File: config.mk
export PLATFORM = sky130hd
export DESIGN_NAME = mdc_dispensador
export DESIGN_NICKNAME = d
export VERILOG_FILES = /design/src/rtl/mdc_pkg.sv /design/src/rtl/mdc_timer.sv /design/src/rtl/mdc_dispensador.sv
export SDC_FILE = /design/constraint.sdc
export NUM_CORES = 1
export LEC_CHECK = 0
export CORE_MARGIN = 2
export CORE_UTILIZATION = 59
export DETAILED_ROUTE_END_ITERATION = 7
export PLACE_DENSITY_LB_ADDON = 0.12
export SETUP_SLACK_MARGIN = 0.4
export SYNTH_ARGS = -nofsm -noshare
export SYNTH_HDL_FRONTEND = slang
export SYNTH_SLANG_ARGS = --single-unit
File: constraint.sdc
create_clock -name clk -period 2.6 [get_ports clk]
set_input_delay 0.39 -clock clk [delete_from_list [all_inputs] [get_ports clk]]
set_output_delay 0.39 -clock clk [all_outputs]
set_load 0.05 [all_outputs]
File: src/rtl/mdc_pkg.sv
// Shared service codes, sequencer state encoding and default phase timings
// for the maquina_de_cafe dispenser.
package mdc_pkg;

    localparam logic [2:0] OUT_SERVIR_CAFE = 3'b101;
    localparam logic [2:0] OUT_SERVIR_TE   = 3'b110;
    localparam logic [2:0] OUT_DEVOLVER    = 3'b001;

    localparam int unsigned DEF_CW     = 16;
    localparam int unsigned DEF_T_HEAT = 8;
    localparam int unsigned DEF_T_CAFE = 12;
    localparam int unsigned DEF_T_TE   = 10;
    localparam int unsigned DEF_T_RET  = 2;

    typedef enum logic [2:0] {
        ST_IDLE,
        ST_HEAT,
        ST_POUR,
        ST_RETURN,
        ST_DONE
    } disp_state_t;

endpackage

File: src/rtl/mdc_timer.sv
// Loadable down-counter for phase timing; holds at zero instead of wrapping.
module mdc_timer #(
    parameter int unsigned CW = 16
) (
    input  logic          clk,
    input  logic          rst,
    input  logic          load,
    input  logic [CW-1:0] val,
    output logic          zero
);

    logic [CW-1:0] count;

    always_ff @(posedge clk) begin
        if (rst)
            count <= '0;
        else if (load)
            count <= val;
        else if (count != '0)
            count <= count - 1'b1;
    end

    assign zero = (count == '0);

endmodule

File: src/rtl/mdc_dispensador.sv
// Actuator sequencer: turns a service code into timed heater/pump/valve/coin
// activity and reports completion with a one-cycle done (err on abort).
module mdc_dispensador
    import mdc_pkg::*;
#(
    parameter int unsigned CW     = DEF_CW,
    parameter int unsigned T_HEAT = DEF_T_HEAT,
    parameter int unsigned T_CAFE = DEF_T_CAFE,
    parameter int unsigned T_TE   = DEF_T_TE,
    parameter int unsigned T_RET  = DEF_T_RET
) (
    input  logic       clk,
    input  logic       rst,
    input  logic [2:0] cmd,
    input  logic       cmd_valid,
    output logic       cmd_ready,
    input  logic       ha,
    output logic       heater,
    output logic       pump,
    output logic       valve_cafe,
    output logic       valve_te,
    output logic       coin_return,
    output logic       busy,
    output logic       done,
    output logic       err
);

    localparam logic [CW-1:0] LD_HEAT = CW'(T_HEAT - 1);
    localparam logic [CW-1:0] LD_CAFE = CW'(T_CAFE - 1);
    localparam logic [CW-1:0] LD_TE   = CW'(T_TE - 1);
    localparam logic [CW-1:0] LD_RET  = CW'(T_RET - 1);

    disp_state_t   state, state_n;
    logic [2:0]    cmd_q;
    logic          err_q;
    logic          accept;
    logic          abort;
    logic          tmr_load;
    logic [CW-1:0] tmr_val;
    logic          tmr_zero;

    mdc_timer #(.CW(CW)) u_timer (
        .clk  (clk),
        .rst  (rst),
        .load (tmr_load),
        .val  (tmr_val),
        .zero (tmr_zero)
    );

    assign accept = cmd_valid && (state == ST_IDLE);
    assign abort  = ((state == ST_HEAT) || (state == ST_POUR)) && !ha;

    always_ff @(posedge clk) begin
        if (rst) begin
            state <= ST_IDLE;
            cmd_q <= '0;
            err_q <= 1'b0;
        end else begin
            state <= state_n;
            if (accept) begin
                cmd_q <= cmd;
                err_q <= 1'b0;
            end else if (abort) begin
                err_q <= 1'b1;
            end
        end
    end

    always_comb begin
        state_n  = state;
        tmr_load = 1'b0;
        tmr_val  = '0;
        case (state)
            ST_IDLE: begin
                if (cmd_valid) begin
                    case (cmd)
                        OUT_SERVIR_CAFE, OUT_SERVIR_TE: begin
                            state_n  = ST_HEAT;
                            tmr_load = 1'b1;
                            tmr_val  = LD_HEAT;
                        end
                        OUT_DEVOLVER: begin
                            state_n  = ST_RETURN;
                            tmr_load = 1'b1;
                            tmr_val  = LD_RET;
                        end
                        default: state_n = ST_DONE;
                    endcase
                end
            end
            ST_HEAT: begin
                if (!ha) begin
                    state_n = ST_DONE;
                end else if (tmr_zero) begin
                    state_n  = ST_POUR;
                    tmr_load = 1'b1;
                    tmr_val  = (cmd_q == OUT_SERVIR_CAFE) ? LD_CAFE : LD_TE;
                end
            end
            ST_POUR: begin
                if (!ha || tmr_zero)
                    state_n = ST_DONE;
            end
            ST_RETURN: begin
                if (tmr_zero)
                    state_n = ST_DONE;
            end
            ST_DONE: state_n = ST_IDLE;
            default: state_n = ST_IDLE;
        endcase
    end

    // Moore decode of the registered state, so every output is glitch-free
    always_comb begin
        heater      = (state == ST_HEAT) || (state == ST_POUR);
        pump        = (state == ST_POUR);
        valve_cafe  = (state == ST_POUR) && (cmd_q == OUT_SERVIR_CAFE);
        valve_te    = (state == ST_POUR) && (cmd_q == OUT_SERVIR_TE);
        coin_return = (state == ST_RETURN);
        busy        = (state != ST_IDLE);
        cmd_ready   = (state == ST_IDLE);
        done        = (state == ST_DONE);
        err         = (state == ST_DONE) && err_q;
    end

endmodule

Yosys cells after proc, flatten, opt, wreduce, memory -nomap -nowiden
Cells that the tools add are included.
W data, S select, Z words.

operators by class
  add/sub/neg operators = 1
  equality and inequality tests = 13
  mux-type cells = 20
  reduce and logical (&&, ||, !) cells = 17

operators with widths
  kind                     number
  $mux W16                 2
  $mux W3                  6
  $logic_not A16 Y1        1
  $reduce_bool A16 Y1      1
  $sub A16 B1 Y16 const B  1
  $eq A3 B3 Y1 const B     5
  $pmux W3 S2              2
  $pmux W3 S4              1
  $mux W4                  2
  $pmux W4 S2              1
  $eq A3 B1 Y1 const B     2
  $eq A3 B2 Y1 const B     2
  $logic_and A1 B1 Y1      5
  $mux W1                  4
  $ne A2 B1 Y1 const B     2
  $reduce_and A4 Y1        1
  $reduce_or A2 Y1         2
  $logic_not A3 Y1         1
  $ne A3 B3 Y1 const B     1
  $reduce_bool A3 Y1       1
  $reduce_or A3 Y1         1
  $logic_or A1 B1 Y1       2
  $mux W2                  1
  $ne A2 B2 Y1 const B     1
  other kinds (3)          3

storage, ports and cells
  register bits after elaboration = 23
  output and inout bits = 9
  logic and storage cells = 55

Logic depth before layout (Yosys ltp)
Gate-level depths: netlist (run 1).

  depth after elaboration = 6
  gate-level depth with buffers = 6

Cells and area by module
Synthesis (run 1) repeated with hierarchy kept, for this count alone.

second synthesis, totals
  cells, all modules = 179
  area, all modules = 1478.9 µm²

by module, submodules not included
  module           times used  cells an instance  area each (µm²)  seq. area each (µm²)
  mdc_timer        1           116                964.7            320.3
  mdc_dispensador  1           63                 514.2            140.1

Worst setup path before layout (run 1)
OpenSTA, ideal clock, no wires.

  path kind = reg-to-output
  from = register state[1]
  to = output valve_te
  arrival time = 3.331 ns
  slack = -1.121 ns
  cell stages (with the launch flop) = 6
  buffers on the path = 1
  cell sequence = dfxtp_1 > clkbuf_1 > inv_1 > nor3_1 > nand2_1 > nor3b_1

on the way
  cells in the longest elaborated chain, start to end = 2

RTL lines
  element                   line                    text
  start: declaration        mdc_dispensador.sv:33   disp_state_t state, state_n;
  start signal: assignment  mdc_dispensador.sv:59   state <= state_n;
  $eq A3 B2 Y1              --
  named net pump            mdc_dispensador.sv:19   output logic pump,
  $logic_and A1 B1 Y1       mdc_dispensador.sv:118  valve_te = (state == ST_POUR) && (cmd_q == OUT_SERVIR_TE);
  end: declaration          mdc_dispensador.sv:21   output logic valve_te,

The timed path passes the listed nets, and every way through them passes these cells.

Worst setup path after layout (run 1)
  from = register state[0]
  to = output cmd_ready

on the way
  cells in the longest elaborated chain, start to end = 1

RTL lines
  element           line                    text
  $logic_not A3 Y1  mdc_dispensador.sv:121  cmd_ready = (state == ST_IDLE);
  end: declaration  mdc_dispensador.sv:16   output logic cmd_ready,

Every way passes these cells.

==> results.md, run 1 <==
* Critical path endpoint category: output pin
* Cell Int Power at 1.03 mW
* Global-route wire length before repair at 5560 microns
* VDD IR max at 753 uV
* Slew margin rel. at 0.598
* Die Span X at 52.9 microns
* Post-DR vias/cell at 6.52
* Clk Latency, worst-skew pair at 0.32 ns
* Clock slew at reported path FFs at 0.13 ns
* Root Driver: clkbuf_4
* Slew at the pin with the worst max-slew slack at 0.599 ns
* Routed len/inst at 16.1 microns
* Leak at 0.602 nW
* Pwr Density at 1290 nW/um^2
* FP Rows at 17
* Ys flop type: dfxtp_1
* Crit path launch: state[0]$_SDFFE_PP0P_
* #FFs+latches synth at 23
* Worst r2r dst: u_timer.count[9]$_SDFFE_PP0P_
* Fin cells at 206
* Critical path type: flop to output pin
* Die Area at 2800 sq um
* CTS tree: built
* CP max stage cell: dlygate4sd2_1
* Share of cells above drive strength 1 at 0.180
* Core area at 2230 sq um
* Fin crit share at 0.817
* Req. time, crit path at 2.21 ns
* Antenna Violating Nets Remaining at 0
* Global route total overflow at 0
* Residual DRC at 0
* Distinct cell type count after synthesis at 54
* Comb pwr share at 0.611
* Inst Count DP at 202
* Skew final at 0.00318 ns
* Initial DRC Count at 33
* Largest area contributor in the netlist: dfxtp_1
* Vias in the first global route at 1,257
* Initial antenna violation count at 0
* CP max stage delay at 0.51 ns
* Final core utilization at 0.732
* Syn Inst Count at 166
* Share of the synthesized area in the top cell type at 0.326
* Number of synthesized flops with an enable pin at 0
* Seq/Total Area, Yosys at 0.326
* Vias at 1,344
* Post-CTS Hold Fix Bufs at 0
* Total negative slack at 0 ns
* WP data arrival at 1.74 ns
* Synthesized area at 1410 sq um
* GRT Util Overall at 0.266
* Diode count at 0
* R2R setup slack at 0.65 ns
* Run status: complete, no violations
* Final slew viol count at 0
* Min cycle time layout at 2.13 ns
* Final setup violating endpoints at 0
* DP HPWL at 2360 microns
* Clock power frac at 0.081
* CP Buf/Inv Count at 2
* Crit Path Max Fanout at 14
* Final Wtd Congestion at 0.845
* CP endpoint: cmd_ready
* Reg2Reg Depth at 5
* Hold crit path type: flop to flop
* Synth-to-Final Area Change at 15.8%
* FMAX at 471 MHz
* Sw Ratio at 0.514
* Largest net degree at the start of global routing at 16
* Final wirelength at 3310 microns
* Critical path depth in cells at 3
* Fillcell total at 164
* Count of warnings emitted by yosys at 0
* Async SR Flop Fraction at 0
* Largest cells by area after synthesis: dfxtp_1 (33%), a21oi_1 (5.3%), o211ai_1 (3.2%)
* Reg power frac at 0.308
* IO Port Bufs at 15
* Final hold vios at 0
* NetSw at 1.09 mW
* Num ports at 16
* Average cell area after synthesis at 8.51 sq um
* CP cell instances: or3_1, inv_1, dlygate4sd2_1
* Die height at 52.9 microns
* Clock Path Buffers at 2
* CTS H-tree lvls at 1
* TritonCTS buffer count at 3
* Max-Cap Viols at 0
* Syn nets at 175
* Initial Utilization at 0.632
* RSZ-0062 raised after global routing: no
* CP startpoint kind: flop
* R2R Path Start: u_timer.count[11]$_SDFFE_PP0P_
* Sinks on Clock Net at 23
* Cell family with most CP delay: buffers and inverters
* # nets final at 188
* Drt pass-1 iters at 4
[timing repair]
item                                    4_1_cts  5_1_grt
endpoints found under the setup margin        7       15
resized for setup                             9        3
buffers inserted                              0        0
[cell usage after synthesis (4+ instances only)]
master and count:
nand3_1 5, nor3_1 7, o21ai_0 7, o31ai_1 5, clkbuf_1 5, a21oi_1 15, or4_1 4, mux2i_1 4
o211ai_1 6, nand2_1 10, inv_1 7, dfxtp_1 23, nor2_1 11
[state kept, by name, indices dropped and copies added (netlist names)]
signal         flops
u_timer.count     16
cmd_q              3
state              3
err_q              1
[worst min-delay path, stage by stage, from the launching register on]
cell and delay (ns):
dfxtp_1 0.37, nand2_1 0.06, a21oi_1 0.05
[through the flow]
step                hold WS (ns)  setup WS, ns  area, sq um  total power [mW]
floorplan                  0.462         0.427         1470              1.71
global placement           0.474         0.449         1610              1.84
detailed placement         0.486         0.391         1610              1.91
CTS                        0.507         0.452         1630              2.08
global route               0.530         0.410         1640              2.29
finish                     0.510         0.475         1640              2.11
[routing by layer]
layer  up-vias  share of wire  track usage
li1        654              -            -
met1       635           0.44        0.314
met2        48           0.51        0.488
met3         7          0.034       0.0254
met4         0          0.016        0.107
met5         -              0            0
[cell usage in the layout, fill, tap and decap left out, types with 2 or more instances in the layout]
| cell type | n |
|---|---|
| ha_1 | 2 |
| or4_1 | 4 |
| nor3_1 | 5 |
| o31ai_1 | 5 |
| or3_2 | 2 |
| nand2_2 | 2 |
| o21ai_0 | 7 |
| nand4b_1 | 2 |
| nor3_4 | 3 |
| dfxtp_1 | 20 |
| o211ai_1 | 6 |
| nor3b_4 | 2 |
| dfxtp_2 | 2 |
| buf_4 | 5 |
| nand4_1 | 3 |
| dlygate4sd2_1 | 6 |
| clkbuf_4 | 3 |
| nand3_1 | 5 |
| or3_1 | 3 |
| nand2_1 | 8 |
| a21oi_1 | 15 |
| clkdlybuf4s50_1 | 6 |
| nor2_1 | 11 |
| mux2i_1 | 4 |
| and2_1 | 3 |
| nor2b_1 | 2 |
| xor2_1 | 2 |
| inv_1 | 7 |
| a211oi_1 | 2 |
[final cells by class]
| cell class | instances | area [sq um] | area share |
|---|---|---|---|
| clock inverter | 1 | 5.00 | 0.00306 |
| clock buffer | 3 | 22.5 | 0.0138 |
| sequential | 23 | 467 | 0.285 |
| multi-input combinational | 126 | 920 | 0.562 |
| inverter | 7 | 26.3 | 0.0161 |
| timing repair buffer | 18 | 160 | 0.0979 |
| tap | 28 | 35.0 | 0.0214 |
[logic make-up after synthesis]
| logic type | Yosys count | synth area share |
|---|---|---|
| buffers and inverters | 17 | 0.0585 |
| adder cells (fa/ha/maj) | 2 | 0.0177 |
| flip-flops | 23 | 0.326 |
| AO/OA/AOI/OAI | 46 | 0.217 |
| AND/OR/NAND/NOR | 71 | 0.334 |
| XOR/XNOR | 3 | 0.0186 |
| multiplexers | 4 | 0.0283 |
[how the worst min path moves through the flow]
stage / cells after the start / slack (ns) / end / from
2_1_floorplan: 2 / 0.46 / u_timer.count[15]$_SDFFE_PP0P_ / u_timer.count[15]$_SDFFE_PP0P_
3_3_place_gp: 2 / 0.47 / u_timer.count[15]$_SDFFE_PP0P_ / u_timer.count[15]$_SDFFE_PP0P_
4_1_cts: 2 / 0.51 / u_timer.count[15]$_SDFFE_PP0P_ / u_timer.count[15]$_SDFFE_PP0P_
3_5_place_dp: 2 / 0.49 / u_timer.count[15]$_SDFFE_PP0P_ / u_timer.count[15]$_SDFFE_PP0P_
6_report: 2 / 0.51 / u_timer.count[4]$_SDFFE_PP0P_ / u_timer.count[4]$_SDFFE_PP0P_
5_1_grt: 2 / 0.53 / u_timer.count[4]$_SDFFE_PP0P_ / u_timer.count[4]$_SDFFE_PP0P_
[power groups by stage]
stage | Clock (mW) | Sequential (mW) | Combinational, mW
finish | 0.170 | 0.651 | 1.29
global route | 0.188 | 0.668 | 1.43
CTS | 0.173 | 0.646 | 1.26
detailed placement | 0 | 0.653 | 1.26
global placement | 0 | 0.638 | 1.20
floorplan | 0 | 0.595 | 1.11
No activity file was read; power rests on OpenSTA's default activity.
==> inputs of run 2 (changes only) <==
CORE_UTILIZATION = 55   (was 59)
clock period = 2.17 ns   (was 2.6 ns; I/O delays follow)
==> results.md, run 2 (synthesis gave the netlist of run 1 again) <==
* Run status: complete, no violations
* FP Rows at 18 (+1)
* CP max stage delay at 0.40 ns (-0.11 ns)
* Crit path launch: state[1]$_SDFFE_PP0P_
* Final Cell Area at 1970 sq um (+20%)
* CP max stage cell: dfxtp_4
* TritonCTS buffer count at 3 (unchanged)
* Global route total overflow at 0 (unchanged)
* Root Driver: clkbuf_4
* Hold crit path type: flop to flop
* RSZ-0062 raised after global routing: yes
* CTS tree: built
* Final hold vios at 0 (unchanged)
* Leading cell type in the layout, fill and taps excluded: buf_4
* Final wirelength at 3890 microns (+17%)
* CTS H-tree lvls at 1 (unchanged)
* Critical path type: flop to output pin
* # nets final at 210 (+12%)
* Share of cells above drive strength 1 at 0.415 (+0.235)
* IO Port Bufs at 15 (unchanged)
* Multi-input logic area at 1030 sq um (+12%)
* Sinks on Clock Net at 23 (unchanged)
* Final slew viol count at 0 (unchanged)
* Leak at 0.742 nW (+23%)
* Residual DRC at 0 (unchanged)
* Max-Cap Viols at 0 (unchanged)
* Fin crit share at 0.840
* Die Span X at 54.7 microns (+3.3%)
* CP cell instances: inv_6, nor3_4, nand2_2, nor3b_4, buf_12
* Register area at 480 sq um (+2.9%)
* Largest regs: u_timer.count (16), cmd_q (3), state (3)
* Slew at the pin with the worst max-slew slack at 0.458 ns (-0.141 ns)
* R2R setup slack at 0.42 ns (-0.23 ns)
* Fin cells at 230 (+12%)
* Worst r2r dst: u_timer.count[13]$_SDFFE_PP0P_
* Num ports at 16 (unchanged)
* Antenna Violating Nets Remaining at 0 (unchanged)
* Pwr Density at 1670 nW/um^2 (+29%)
* Initial DRC Count at 55 (+67%)
* Routed len/inst at 16.9 microns (+5.2%)
* Final Wtd Congestion at 0.852 (+0.83%)
* Vias at 1,497 (+11%)
* Req. time, crit path at 1.84 ns (-0.37 ns)
* VDD IR max at 1200 uV (+59%)
* FMAX at 548 MHz
* Drt pass-1 iters at 4 (unchanged)
* Final setup violating endpoints at 0 (unchanged)
* Skew final at 0.00394 ns (+0.000763 ns)
* Dpl cell area at 1660 sq um (+3.5%)
* Post-DR vias/cell at 6.51 (-0.24%)
* Min cycle time layout at 1.82 ns
* Core area at 2450 sq um (+9.9%)
* GRT Util Overall at 0.248 (-0.0183)
* Diode count at 0 (unchanged)
* Crit Path Max Fanout at 3 (-11)
* DP HPWL at 2310 microns (-2.1%)
* Reg2Reg Depth at 6 (+1)
* WP data arrival at 1.50 ns (-0.24 ns)
* Post-CTS Hold Fix Bufs at 0 (unchanged)
* Most frequent cells in the layout: buf_4 (29), dfxtp_1 (15), a21oi_1 (14), nor2_1 (11), nand2_1 (8)
* Global-route wire length before repair at 5390 microns (-3.1%)
* Vias in the first global route at 1,230 (-2.1%)
* Largest net degree at the start of global routing at 16 (unchanged)
* Largest Register: u_timer.count
* Max reg flops at 16 (unchanged)
* Clk Latency, worst-skew pair at 0.32 ns (about the same)
* Clock Path Buffers at 2 (unchanged)
* Initial antenna violation count at 0 (unchanged)
* R2R Path Start: u_timer.count[7]$_SDFFE_PP0P_
* Total negative slack at 0 ns (unchanged)
* Synth-to-Final Area Change at 39.2%
* Initial Utilization at 0.575 (-0.0571)
* Inst Count DP at 207 (+2.5%)
* Critical path endpoint category: output pin
* Fillcell total at 150 (-8.5%)
* Slew margin rel. at 0.694 (+0.0960)
* Clock slew at reported path FFs at 0.14 ns (about the same)
* CP endpoint: valve_te
* Die Area at 2990 sq um (+6.7%)
* Die height at 54.7 microns (+3.3%)
* CP startpoint kind: flop
run 2: final cells by class:
type                            count  area share
Clock buffer                        4      0.0134
Inverter                            7      0.0178
Multi-Input combinational cell    126       0.525
Sequential cell                    23       0.244
Tap cell                           30      0.0191
Timing Repair Buffer               40       0.180
run 2: what timing repair did:
action	in CTS	in global routing
endpoints found under the setup margin	19	17
buffers inserted	6	12
gates resized for setup	13	24
gates cloned	0	1
pin swaps	1	10
run 2: where the power goes:
group	leakage, nW	total (mW)	switching [mW]	internal, mW
sequential	0.193	0.810	0.223	0.587
combinational	0.535	2.26	1.20	1.05
clock	0.0150	0.217	0.145	0.0719
run 2: worst min-delay path by stage:
stage,start,to,slack (ns),depth (start not counted)
after CTS,u_timer.count[15]$_SDFFE_PP0P_,u_timer.count[15]$_SDFFE_PP0P_,0.50,2
after floorplan,u_timer.count[15]$_SDFFE_PP0P_,u_timer.count[15]$_SDFFE_PP0P_,0.46,2
after detailed placement,u_timer.count[15]$_SDFFE_PP0P_,u_timer.count[15]$_SDFFE_PP0P_,0.48,2
after global placement,u_timer.count[15]$_SDFFE_PP0P_,u_timer.count[15]$_SDFFE_PP0P_,0.48,2
final,u_timer.count[8]$_SDFFE_PP0P_,u_timer.count[8]$_SDFFE_PP0P_,0.51,2
after global routing,u_timer.count[8]$_SDFFE_PP0P_,u_timer.count[8]$_SDFFE_PP0P_,0.53,2
run 2: critical path: cells and delay by family (launching register included):
kind,cells,cell delay [ns]
buffers and inverters,2,0.20
flip-flops,1,0.40
AND/OR/NAND/NOR,3,0.56
run 2: metrics by stage:
| step | hold WS (ns) | utilization | setup slack, ns | total power [mW] |
|---|---|---|---|---|
| floorplan | 0.462 | - | 0.131 | 2.06 |
| global placement | 0.475 | 0.678 | 0.236 | 2.26 |
| detailed placement | 0.483 | 0.678 | 0.192 | 2.34 |
| CTS | 0.503 | 0.722 | 0.357 | 2.72 |
| global route | 0.533 | 0.801 | 0.275 | 3.48 |
| finish | 0.514 | 0.801 | 0.346 | 3.28 |
run 2: metal layers:
layer | GRT usage | part of all wire
met1 | 0.291 | 0.40
met4 | 0.0750 | 0.011
met3 | 0.0328 | 0.035
met2 | 0.458 | 0.55
met5 | 0 | 0
